**src/rtl/dmem_arbiter_if.sv**
```systemverilog
// ============================================================================
// Module   : dmem_arbiter_if
// Purpose  : Bundles the CPU MEM-stage port, the external host/loader port
//            and the single-port data SRAM pins that meet at dmem_arbiter.
// Modports : slave  - the arbiter (takes requests and mem_rdata, drives
//                     grants, stall, read returns and the SRAM pins)
//            master - the surrounding system (requesters and SRAM)
// Revision : 1.0 - initial release
// ============================================================================
`default_nettype none

interface dmem_arbiter_if #(
    parameter int ADDR_W = 10,
    parameter int DATA_W = 32
);
    // CPU MEM stage
    logic              cpu_req;
    logic              cpu_wen;
    logic [ADDR_W-1:0] cpu_addr;
    logic [DATA_W-1:0] cpu_wdata;
    logic              cpu_gnt;
    logic              cpu_stall;
    logic              cpu_rvalid;
    logic [DATA_W-1:0] cpu_rdata;

    // External host/loader
    logic              ext_req;
    logic              ext_wen;
    logic [ADDR_W-1:0] ext_addr;
    logic [DATA_W-1:0] ext_wdata;
    logic              ext_last;
    logic              ext_gnt;
    logic              ext_rvalid;
    logic [DATA_W-1:0] ext_rdata;

    // SRAM port
    logic [ADDR_W-1:0] mem_addr;
    logic              mem_wen;
    logic              mem_ren;
    logic [DATA_W-1:0] mem_wdata;
    logic [DATA_W-1:0] mem_rdata;

    modport slave (
        input  cpu_req, cpu_wen, cpu_addr, cpu_wdata,
        output cpu_gnt, cpu_stall, cpu_rvalid, cpu_rdata,
        input  ext_req, ext_wen, ext_addr, ext_wdata, ext_last,
        output ext_gnt, ext_rvalid, ext_rdata,
        output mem_addr, mem_wen, mem_ren, mem_wdata,
        input  mem_rdata
    );

    modport master (
        output cpu_req, cpu_wen, cpu_addr, cpu_wdata,
        input  cpu_gnt, cpu_stall, cpu_rvalid, cpu_rdata,
        output ext_req, ext_wen, ext_addr, ext_wdata, ext_last,
        input  ext_gnt, ext_rvalid, ext_rdata,
        input  mem_addr, mem_wen, mem_ren, mem_wdata,
        output mem_rdata
    );
endinterface

`default_nettype wire

```
**src/rtl/dmem_arbiter.sv**
```systemverilog
// ============================================================================
// Module   : dmem_arbiter
// Purpose  : Shares the single-port data SRAM between the CPU MEM stage and
//            the external host/loader port. One grant per cycle, combinational
//            from requests and registered state; locked external bursts;
//            anti-starvation counter forces an ext grant after MAX_WAIT
//            waiting cycles; 1-cycle read data steered to the issuing owner.
// Ports    : clk  - system clock (rising edge)
//            srst - synchronous active-high reset
//            bus  - dmem_arbiter_if.slave (CPU port, ext port, SRAM pins)
// Options  : DMEM_ARB_RR_EN - when defined, simultaneous requests without
//            starvation are served round-robin instead of CPU-first.
// Revision : 1.0 - initial release
// ============================================================================
`default_nettype none

module dmem_arbiter #(
    parameter int ADDR_W   = 10,
    parameter int DATA_W   = 32,
    parameter int MAX_WAIT = 8
) (
    input  logic            clk,
    input  logic            srst,
    dmem_arbiter_if.slave   bus
);

    localparam logic [7:0] c_MAX_WAIT = 8'(MAX_WAIT);

    typedef enum logic [0:0] {
        S_IDLE     = 1'b0,
        S_EXT_LOCK = 1'b1
    } state_t;

    state_t      r_state;
    logic [7:0]  r_wait_cnt;
    logic        r_rd_pend;
    logic        r_rd_owner;      // 0 = CPU, 1 = ext
`ifdef DMEM_ARB_RR_EN
    logic        r_last_owner;    // 0 = CPU, 1 = ext; steers round-robin ties
`endif

    logic              w_starve;
    logic              w_cpu_gnt;
    logic              w_ext_gnt;
    logic [ADDR_W-1:0] w_mem_addr;
    logic [DATA_W-1:0] w_mem_wdata;
    logic              w_mem_wen;
    logic              w_mem_ren;

    // ------------------------------------------------------------------
    // Grant decision. Reset masks every grant so nothing reaches the SRAM
    // while the arbiter state is being cleared.
    // ------------------------------------------------------------------
    always_comb begin
        w_cpu_gnt = 1'b0;
        w_ext_gnt = 1'b0;
        w_starve  = bus.ext_req && (r_wait_cnt == c_MAX_WAIT);
        if (!srst) begin
            if (r_state == S_EXT_LOCK) begin
                // Locked burst: the CPU waits until the burst ends or aborts.
                w_ext_gnt = bus.ext_req;
            end else if (w_starve) begin
                w_ext_gnt = 1'b1;
            end else if (bus.cpu_req && bus.ext_req) begin
`ifdef DMEM_ARB_RR_EN
                w_cpu_gnt = r_last_owner;
                w_ext_gnt = ~r_last_owner;
`else
                w_cpu_gnt = 1'b1;
`endif
            end else begin
                w_cpu_gnt = bus.cpu_req;
                w_ext_gnt = bus.ext_req;
            end
        end
    end

    // ------------------------------------------------------------------
    // SRAM mux. Idle cycles present the CPU address/data so the pins only
    // toggle when the CPU side changes.
    // ------------------------------------------------------------------
    always_comb begin
        w_mem_addr  = w_ext_gnt ? bus.ext_addr  : bus.cpu_addr;
        w_mem_wdata = w_ext_gnt ? bus.ext_wdata : bus.cpu_wdata;
        w_mem_wen   = (w_cpu_gnt & bus.cpu_wen)  | (w_ext_gnt & bus.ext_wen);
        w_mem_ren   = (w_cpu_gnt & ~bus.cpu_wen) | (w_ext_gnt & ~bus.ext_wen);
    end

    // ------------------------------------------------------------------
    // State, starvation counter and read-return bookkeeping.
    // ------------------------------------------------------------------
    always_ff @(posedge clk) begin
        if (srst) begin
            r_state      <= S_IDLE;
            r_wait_cnt   <= 8'd0;
            r_rd_pend    <= 1'b0;
            r_rd_owner   <= 1'b0;
`ifdef DMEM_ARB_RR_EN
            r_last_owner <= 1'b1;
`endif
        end else begin
            case (r_state)
                S_IDLE: begin
                    if (w_ext_gnt && !bus.ext_last) begin
                        r_state <= S_EXT_LOCK;
                    end
                end
                S_EXT_LOCK: begin
                    // Either the final beat was granted or the host dropped
                    // its request mid-burst (abort).
                    if (!bus.ext_req || bus.ext_last) begin
                        r_state <= S_IDLE;
                    end
                end
                default: r_state <= S_IDLE;
            endcase

            if (!bus.ext_req || w_ext_gnt) begin
                r_wait_cnt <= 8'd0;
            end else if (r_wait_cnt != c_MAX_WAIT) begin
                r_wait_cnt <= r_wait_cnt + 8'd1;
            end

            r_rd_pend <= w_mem_ren;
            if (w_mem_ren) begin
                r_rd_owner <= w_ext_gnt;
            end

`ifdef DMEM_ARB_RR_EN
            if (w_cpu_gnt) begin
                r_last_owner <= 1'b0;
            end else if (w_ext_gnt) begin
                r_last_owner <= 1'b1;
            end
`endif
        end
    end

    // ------------------------------------------------------------------
    // Outputs. A read launched just before reset is discarded by masking
    // the valids with srst.
    // ------------------------------------------------------------------
    assign bus.cpu_gnt    = w_cpu_gnt;
    assign bus.cpu_stall  = bus.cpu_req & ~w_cpu_gnt;
    assign bus.cpu_rvalid = r_rd_pend & ~r_rd_owner & ~srst;
    assign bus.cpu_rdata  = bus.mem_rdata;

    assign bus.ext_gnt    = w_ext_gnt;
    assign bus.ext_rvalid = r_rd_pend & r_rd_owner & ~srst;
    assign bus.ext_rdata  = bus.mem_rdata;

    assign bus.mem_addr   = w_mem_addr;
    assign bus.mem_wdata  = w_mem_wdata;
    assign bus.mem_wen    = w_mem_wen;
    assign bus.mem_ren    = w_mem_ren;

endmodule

`default_nettype wire

```
**src/flat_wrapper.sv**
```systemverilog
// flat-port wrapper written by rule: the top's interface ports become plain ports
module dmem_arbiter_flat 
#(
    parameter int ADDR_W   = 10,
    parameter int DATA_W   = 32,
    parameter int MAX_WAIT = 8
)
  (clk, srst, bus_cpu_req, bus_cpu_wen, bus_cpu_addr, bus_cpu_wdata, bus_cpu_gnt, bus_cpu_stall, bus_cpu_rvalid, bus_cpu_rdata, bus_ext_req, bus_ext_wen, bus_ext_addr, bus_ext_wdata, bus_ext_last, bus_ext_gnt, bus_ext_rvalid, bus_ext_rdata, bus_mem_addr, bus_mem_wen, bus_mem_ren, bus_mem_wdata, bus_mem_rdata);
  dmem_arbiter_if #(.ADDR_W(ADDR_W), .DATA_W(DATA_W)) bus_i ();
  input  logic clk;
  input  logic srst;
  input wire logic [$bits(bus_i.cpu_req)-1:0] bus_cpu_req;
  input wire logic [$bits(bus_i.cpu_wen)-1:0] bus_cpu_wen;
  input wire logic [$bits(bus_i.cpu_addr)-1:0] bus_cpu_addr;
  input wire logic [$bits(bus_i.cpu_wdata)-1:0] bus_cpu_wdata;
  output wire logic [$bits(bus_i.cpu_gnt)-1:0] bus_cpu_gnt;
  output wire logic [$bits(bus_i.cpu_stall)-1:0] bus_cpu_stall;
  output wire logic [$bits(bus_i.cpu_rvalid)-1:0] bus_cpu_rvalid;
  output wire logic [$bits(bus_i.cpu_rdata)-1:0] bus_cpu_rdata;
  input wire logic [$bits(bus_i.ext_req)-1:0] bus_ext_req;
  input wire logic [$bits(bus_i.ext_wen)-1:0] bus_ext_wen;
  input wire logic [$bits(bus_i.ext_addr)-1:0] bus_ext_addr;
  input wire logic [$bits(bus_i.ext_wdata)-1:0] bus_ext_wdata;
  input wire logic [$bits(bus_i.ext_last)-1:0] bus_ext_last;
  output wire logic [$bits(bus_i.ext_gnt)-1:0] bus_ext_gnt;
  output wire logic [$bits(bus_i.ext_rvalid)-1:0] bus_ext_rvalid;
  output wire logic [$bits(bus_i.ext_rdata)-1:0] bus_ext_rdata;
  output wire logic [$bits(bus_i.mem_addr)-1:0] bus_mem_addr;
  output wire logic [$bits(bus_i.mem_wen)-1:0] bus_mem_wen;
  output wire logic [$bits(bus_i.mem_ren)-1:0] bus_mem_ren;
  output wire logic [$bits(bus_i.mem_wdata)-1:0] bus_mem_wdata;
  input wire logic [$bits(bus_i.mem_rdata)-1:0] bus_mem_rdata;
  assign bus_i.cpu_req = bus_cpu_req;
  assign bus_i.cpu_wen = bus_cpu_wen;
  assign bus_i.cpu_addr = bus_cpu_addr;
  assign bus_i.cpu_wdata = bus_cpu_wdata;
  assign bus_cpu_gnt = bus_i.cpu_gnt;
  assign bus_cpu_stall = bus_i.cpu_stall;
  assign bus_cpu_rvalid = bus_i.cpu_rvalid;
  assign bus_cpu_rdata = bus_i.cpu_rdata;
  assign bus_i.ext_req = bus_ext_req;
  assign bus_i.ext_wen = bus_ext_wen;
  assign bus_i.ext_addr = bus_ext_addr;
  assign bus_i.ext_wdata = bus_ext_wdata;
  assign bus_i.ext_last = bus_ext_last;
  assign bus_ext_gnt = bus_i.ext_gnt;
  assign bus_ext_rvalid = bus_i.ext_rvalid;
  assign bus_ext_rdata = bus_i.ext_rdata;
  assign bus_mem_addr = bus_i.mem_addr;
  assign bus_mem_wen = bus_i.mem_wen;
  assign bus_mem_ren = bus_i.mem_ren;
  assign bus_mem_wdata = bus_i.mem_wdata;
  assign bus_i.mem_rdata = bus_mem_rdata;
  dmem_arbiter #(.ADDR_W(ADDR_W), .DATA_W(DATA_W), .MAX_WAIT(MAX_WAIT)) u_core (.clk(clk), .srst(srst), .bus(bus_i));
endmodule
```
**config.mk**
```make
export PLATFORM = sky130hd
export DESIGN_NAME = dmem_arbiter_flat
export DESIGN_NICKNAME = d
export VERILOG_FILES = /design/src/rtl/dmem_arbiter_if.sv /design/src/rtl/dmem_arbiter.sv /design/src/flat_wrapper.sv
export SDC_FILE = /design/constraint.sdc
export NUM_CORES = 1
export LEC_CHECK = 0
export BUFFER_PORTS_ARGS = -buffer_cell sky130_fd_sc_hd__buf_2
export CORE_MARGIN = 10
export CORE_UTILIZATION = 28
export DETAILED_ROUTE_END_ITERATION = 6
export PLACE_DENSITY = 0.81
export SLEW_MARGIN = 20
export SYNTH_ARGS = -nofsm -noshare
export SYNTH_HDL_FRONTEND = slang
export SYNTH_SLANG_ARGS = --single-unit
```
**constraint.sdc**
```tcl
create_clock -name clk -period 1.85 [get_ports clk]
set_clock_uncertainty 0.05 [all_clocks]
set_input_delay 0 -clock clk [delete_from_list [all_inputs] [get_ports clk]]
set_output_delay 0 -clock clk [all_outputs]
set_load 0.01 [all_outputs]
```
After elaboration in Yosys (flattened, before gate mapping)
Index checks and enable logic that the tools add are counted.

Bitwise gates (word level): 17. Eq/ne operators: 2. $add $sub $neg: 1. Multiplexer cells: 13. Reduce and logical (&&, ||, !) cells: 8.

Operators with widths (number): $mux W32 (1); $mux W1 (10); $mux W10 (1); $and A1 B1 Y1 (9); $add A8 B1 Y8 const B (1); $eq A8 B4 Y1 const B (1); $ne A8 B4 Y1 const B (1); $not A1 Y1 (6); $logic_and A1 B1 Y1 (3); $logic_not A1 Y1 (2); $logic_or A1 B1 Y1 (2); $or A1 B1 Y1 (2); $pmux W1 S2 (1); $reduce_or A2 Y1 (1).

Logic and storage cells: 45. Bits in registers: 11.

Longest topological paths before layout
Depth after elaboration: 8. Gate-level depth with buffers: 8. Mapped depth without buffers: 7.

Least setup slack after synthesis
OpenSTA, ideal clock, no wires.

Path kind: reg2out. Start point: reg u_core.r_wait_cnt[0]. End point: out bus_mem_wen. Buffers on the path: 0. Data arrival time: 1.794 ns. Required time: 1.800 ns. Path slack: 0.006 ns. Cell stages (with the launch flop): 7. Cell sequence: dfxtp_1 > inv_1 > ha_1 > nor4b_2 > and3_4 > a211oi_1 > a22o_1.

Longest elaborated chain between the ends: 7. Elaborated cells between the ends (all ways): 11. Classes of those cells: 1 x eq/ne; 6 x mux; 3 x bitwise; 1 x reduce/logical.

Ends and longest elaborated chain: start: declaration (line dmem_arbiter.sv:35) `logic [7:0] r_wait_cnt;`; start signal: assignment (line dmem_arbiter.sv:121) `r_wait_cnt <= r_wait_cnt + 8'd1;`; $eq A8 B4 Y1 (line dmem_arbiter.sv:57) `w_starve = bus.ext_req && (r_wait_cnt == c_MAX_WAIT);`; $logic_and A1 B1 Y1 (line dmem_arbiter.sv:57); $mux W1 (line dmem_arbiter.sv:62) `end else if (w_starve) begin`; $mux W1 (line dmem_arbiter.sv:59) `if (r_state == S_EXT_LOCK) begin`; $mux W1 (line dmem_arbiter.sv:58) `if (!srst) begin`; named net bus_cpu_gnt (line flat_wrapper.sv:16) `output wire logic [$bits(bus_i.cpu_gnt)-1:0] bus_cpu_gnt;`; $and A1 B1 Y1 (line dmem_arbiter.sv:85) `w_mem_wen = (w_cpu_gnt & bus.cpu_wen) | (w_ext_gnt & bus.ext_wen);`; $or A1 B1 Y1 (line dmem_arbiter.sv:85); end: declaration (line flat_wrapper.sv:29) `output wire logic [$bits(bus_i.mem_wen)-1:0] bus_mem_wen;`.

The timed path passes the listed nets, and every way through them passes these cells.

Worst setup path after layout
Start point: reg u_core.r_wait_cnt[0]. End point: out bus_mem_wdata[20].

Longest elaborated chain between the ends: 6.

Ends and longest elaborated chain: $eq A8 B4 Y1 (line dmem_arbiter.sv:57); $logic_and A1 B1 Y1 (line dmem_arbiter.sv:57); $mux W1 (line dmem_arbiter.sv:62); $mux W1 (line dmem_arbiter.sv:59); $mux W1 (line dmem_arbiter.sv:58); $mux W32 (line dmem_arbiter.sv:84) `w_mem_wdata = w_ext_gnt ? bus.ext_wdata : bus.cpu_wdata;`; end: declaration (line flat_wrapper.sv:31) `output wire logic [$bits(bus_i.mem_wdata)-1:0] bus_mem_wdata;`.

No other way between the ends.

==> results.tsv <==
stage	metric	value	unit
run_status	outcome	finished with violations	
run_status	failing checks	setup timing	
hold_path	Min-Delay Path Depth	3	
critical_path	r2r setup slk	0.22	ns
layout	most frequent cells in the layout	buf_2 (113), mux2_4 (42), dlygate4sd3_1 (35), buf_6 (29), nor2_1 (10)	
layout	filler cell count in the final layout	533	
routing	Initial DRC Count	24	
critical_path	R2R cell count	8	
critical_path	Worst R2R End	u_core.r_rd_pend$_SDFF_PP0_	
routing	Vias	1672	
synth	syn nets	294	
layout	non-filler cells, final	370	
sta	Slew Limit Fails	0	
global_routing	vias in the first global route	1838	
power	VDD IR-drop max	0.201	mV
placement	port bufs	139	
critical_path	Worst setup EP type	primary output	
hold_path	critical hold path startpoint	bus_cpu_wen	
cts	clk_lat worst skew	0.24	ns
critical_path	slowest stage cell, crit path	dfxtp_2	
layout	Util after Layout	47.0	%
critical_path	CP Max Fanout	9	
job	Max-Cap Viols	0	
synth	cells after synthesis	169	
synth	Mapped Area	1670	um^2
critical_path	Worst Path Required	1.80	ns
critical_path	crit path cell chain	inv_2 > ha_2 > nor4b_4 > and3_4 > o21ai_4 > buf_4 > buf_16 > mux2_4 > buf_2	
floorplanning	row cnt	28	
power	Seq pwr share	22.1	%
synth	post-synthesis register bit count	11	
critical_path	Max stage delay on crit path	0.33	ns
sta	Final WS setup	-0.314	ns
floorplanning	Die ar.	9450	um^2
routing	first-pass iteration count of the detailed router	4	
placement	DP Area	1980	um^2
floorplanning	Core Area	5850	um^2
cts	TritonCTS clock tree	yes	
floorplanning	Initial Util	28.6	%
layout	post-route cell area	2750	um^2
layout	commonest non-fill, non-tap cell in the layout	buf_2	
floorplanning	Die X	97.2	um
placement	Final GP Congestion	0.776	
global_routing	largest net degree at the start of global routing	19	
sta	Worst slew margin	78.6	%
critical_path	Worst EP arrival	2.11	ns
routing	WL per Instance	20.9	um
power	Pint	755	uW
sta	measured slew at the worst slew-check pin	0.320	ns
critical_path	RR Startpoint	u_core.r_wait_cnt[0]$_SDFFE_PP0P_	
global_routing	grt ovf	0	
cts	CTS root buf	clkbuf_8	
layout	fin nets	421	
cts	clk sinks	11	
routing	Via density	4.52	
routing	Total Wirelength	7740	um
power	P_leak	0.00151	uW
cts	CTS H-tree lvls	1	
hold_path	Hold Crit Class	primary input to flip-flop	
layout	antenna cell count	0	
global_routing	initial antenna violation count	0	
sta	unrepaired setup endpoints after global routing	true	
critical_path	WS Path Type	flip-flop to primary output	
sta	Final Cycle Share	117	%
sta	fin crit period	2.16	ns
power	Comb pwr share	56.0	%
global_routing	GRT Total Usage	14.5	%
synth	post-synth cell types	26	
global_routing	first-pass GRT wire length	11000	um
placement	number of placed instances, taps included	320	
synth	synth warn	0	
critical_path	Worst Setup Start Kind	flip-flop	
synth	sequential area share after synthesis	13.2	%
placement	hpwl dp	5090	um
power	Power, Total	1100	uW
routing	DRC viols	0	
power	PwrDens	402	nW/um^2
synth	syn_area_per_cell	9.88	um^2
power	NetSw	350	uW
cts	CTS buffer count	3	
sta	maximum clock rate	462	MHz
floorplanning	# IOs	236	
power	clock share of power	21.9	%
cts	Worst-path clk slew	0.05	ns
layout	area growth from synthesis to layout	64.5	%
sta	# setup viols final	46	
floorplanning	Die Ht	97.2	um
layout	share of layout cells above drive strength 1	71.2	%
sta	endpoints failing hold	0	
cts	clk buf depth	2	
power	switching share of power	31.7	%
routing	Routed Antenna Nets	0	
hold_path	worst hold endpoint	u_core.r_rd_pend$_SDFF_PP0_	
sta	setup_tns	-12.10	ns
state kept, by name, indices dropped and copies added, names as in the netlist:
| register | count |
|---|---|
| u_core.r_rd_pend | 1 |
| u_core.r_rd_owner | 1 |
| u_core.r_wait_cnt | 8 |
| u_core.r_state | 1 |
power groups by stage:
stage	logic (uW)	clock network [uW]	registers [uW]
global route	659	259	244
CTS	570	253	244
floorplan	344	0	248
finish	618	242	244
detailed placement	394	0	248
global placement	388	0	248
how the worst max path moves through the flow:
stage / startpoint / end / slack, ns / cells past startpoint
after global routing: u_core.r_wait_cnt[0]$_SDFFE_PP0P_ / bus_mem_wdata[20] / -0.36 / 9
after CTS: u_core.r_wait_cnt[0]$_SDFFE_PP0P_ / bus_mem_wdata[7] / -0.30 / 10
final: u_core.r_wait_cnt[0]$_SDFFE_PP0P_ / bus_mem_wdata[20] / -0.31 / 9
after detailed placement: u_core.r_wait_cnt[0]$_SDFFE_PP0P_ / bus_mem_wdata[0] / -0.08 / 8
after floorplan: u_core.r_wait_cnt[0]$_SDFFE_PP0P_ / bus_mem_wen / 0.006 / 6
after global placement: u_core.r_wait_cnt[0]$_SDFFE_PP0P_ / bus_mem_wdata[31] / -0.005 / 8
Yosys cell counts:
cell type	n	area share, %
buf_4	64	29
mux2_4	36	32
dfxtp_1	11	13
nor2_1	10	2.2
mux2_2	6	4.0
inv_1	5	1.1
nand3_1	5	1.5
xor2_1	5	2.6
buf_6	4	2.7
and3_1	3	1.1
a211oi_1	2	0.90
ha_1	2	1.5
nor3b_1	2	0.90
o2bb2ai_1	2	1.0
a22o_1	1	0.52
a31oi_1	1	0.37
and3_4	1	0.67
inv_2	1	0.22
nand2_1	1	0.22
nand2b_1	1	0.37
nor2b_1	1	0.37
nor3_1	1	0.30
nor4b_2	1	0.90
o21ai_4	1	0.97
o31a_1	1	0.52
xnor2_1	1	0.52
cell type report:
type                            instances  area [um^2]  share of cell area [%]
Clock buffer                            4         45.0                    1.64
Inverter                                6         22.5                   0.820
Multi-Input combinational cell         84          938                    34.2
Sequential cell                        11          223                    8.11
Tap cell                               75         93.8                    3.42
Timing Repair Buffer                  190         1430                    51.9
critical path: cells and delay by family (launching register included):
kind                     cells  cell delay [ns]
buffers and inverters        4             0.50
flip-flops                   1             0.33
AND/OR/NAND/NOR              2             0.33
multiplexers                 1             0.30
AO/OA/AOI/OAI                1             0.24
adder cells (fa/ha/maj)      1             0.16
stage by stage:
| stage | setup WS (ns) | hold WS, ns |
|---|---|---|
| 4_1_cts | -0.305 | 0.0232 |
| 6_report | -0.314 | 0.0376 |
| 3_3_place_gp | -0.00523 | -0.0499 |
| 2_1_floorplan | 0.00596 | -0.000519 |
| 5_1_grt | -0.357 | 0.0614 |
| 3_5_place_dp | -0.0787 | -0.0499 |
cells by family after synthesis:
| family | share of synthesized area, % |
|---|---|
| AOI/OAI and AO/OA | 4.35 |
| muxes | 36.4 |
| adders and majority gates | 1.50 |
| xor gates and xnor gates | 3.15 |
| and+or+nand+nor | 8.61 |
| buffers and inverters | 32.8 |
| DFF | 13.2 |
layer usage:
metal / routed length [um] / track usage (%) / vias to the layer above
met4: 95 / 4.36 / 0
li1: - / - / 758
met5: 0 / 0 / -
met2: 4050 / 26.5 / 125
met3: 833 / 6.33 / 6
met1: 2770 / 14.4 / 783
what timing repair did:
item                                   4_1_cts  5_1_grt
buffers inserted                             8        1
gates resized for setup                     20       30
endpoints found under the hold margin       67        0
setup endpoints to repair                   44       47
cloned                                       3        2
hold buffers                                35        0
pin swaps                                    0        2
No activity file was read; power rests on OpenSTA's default activity.
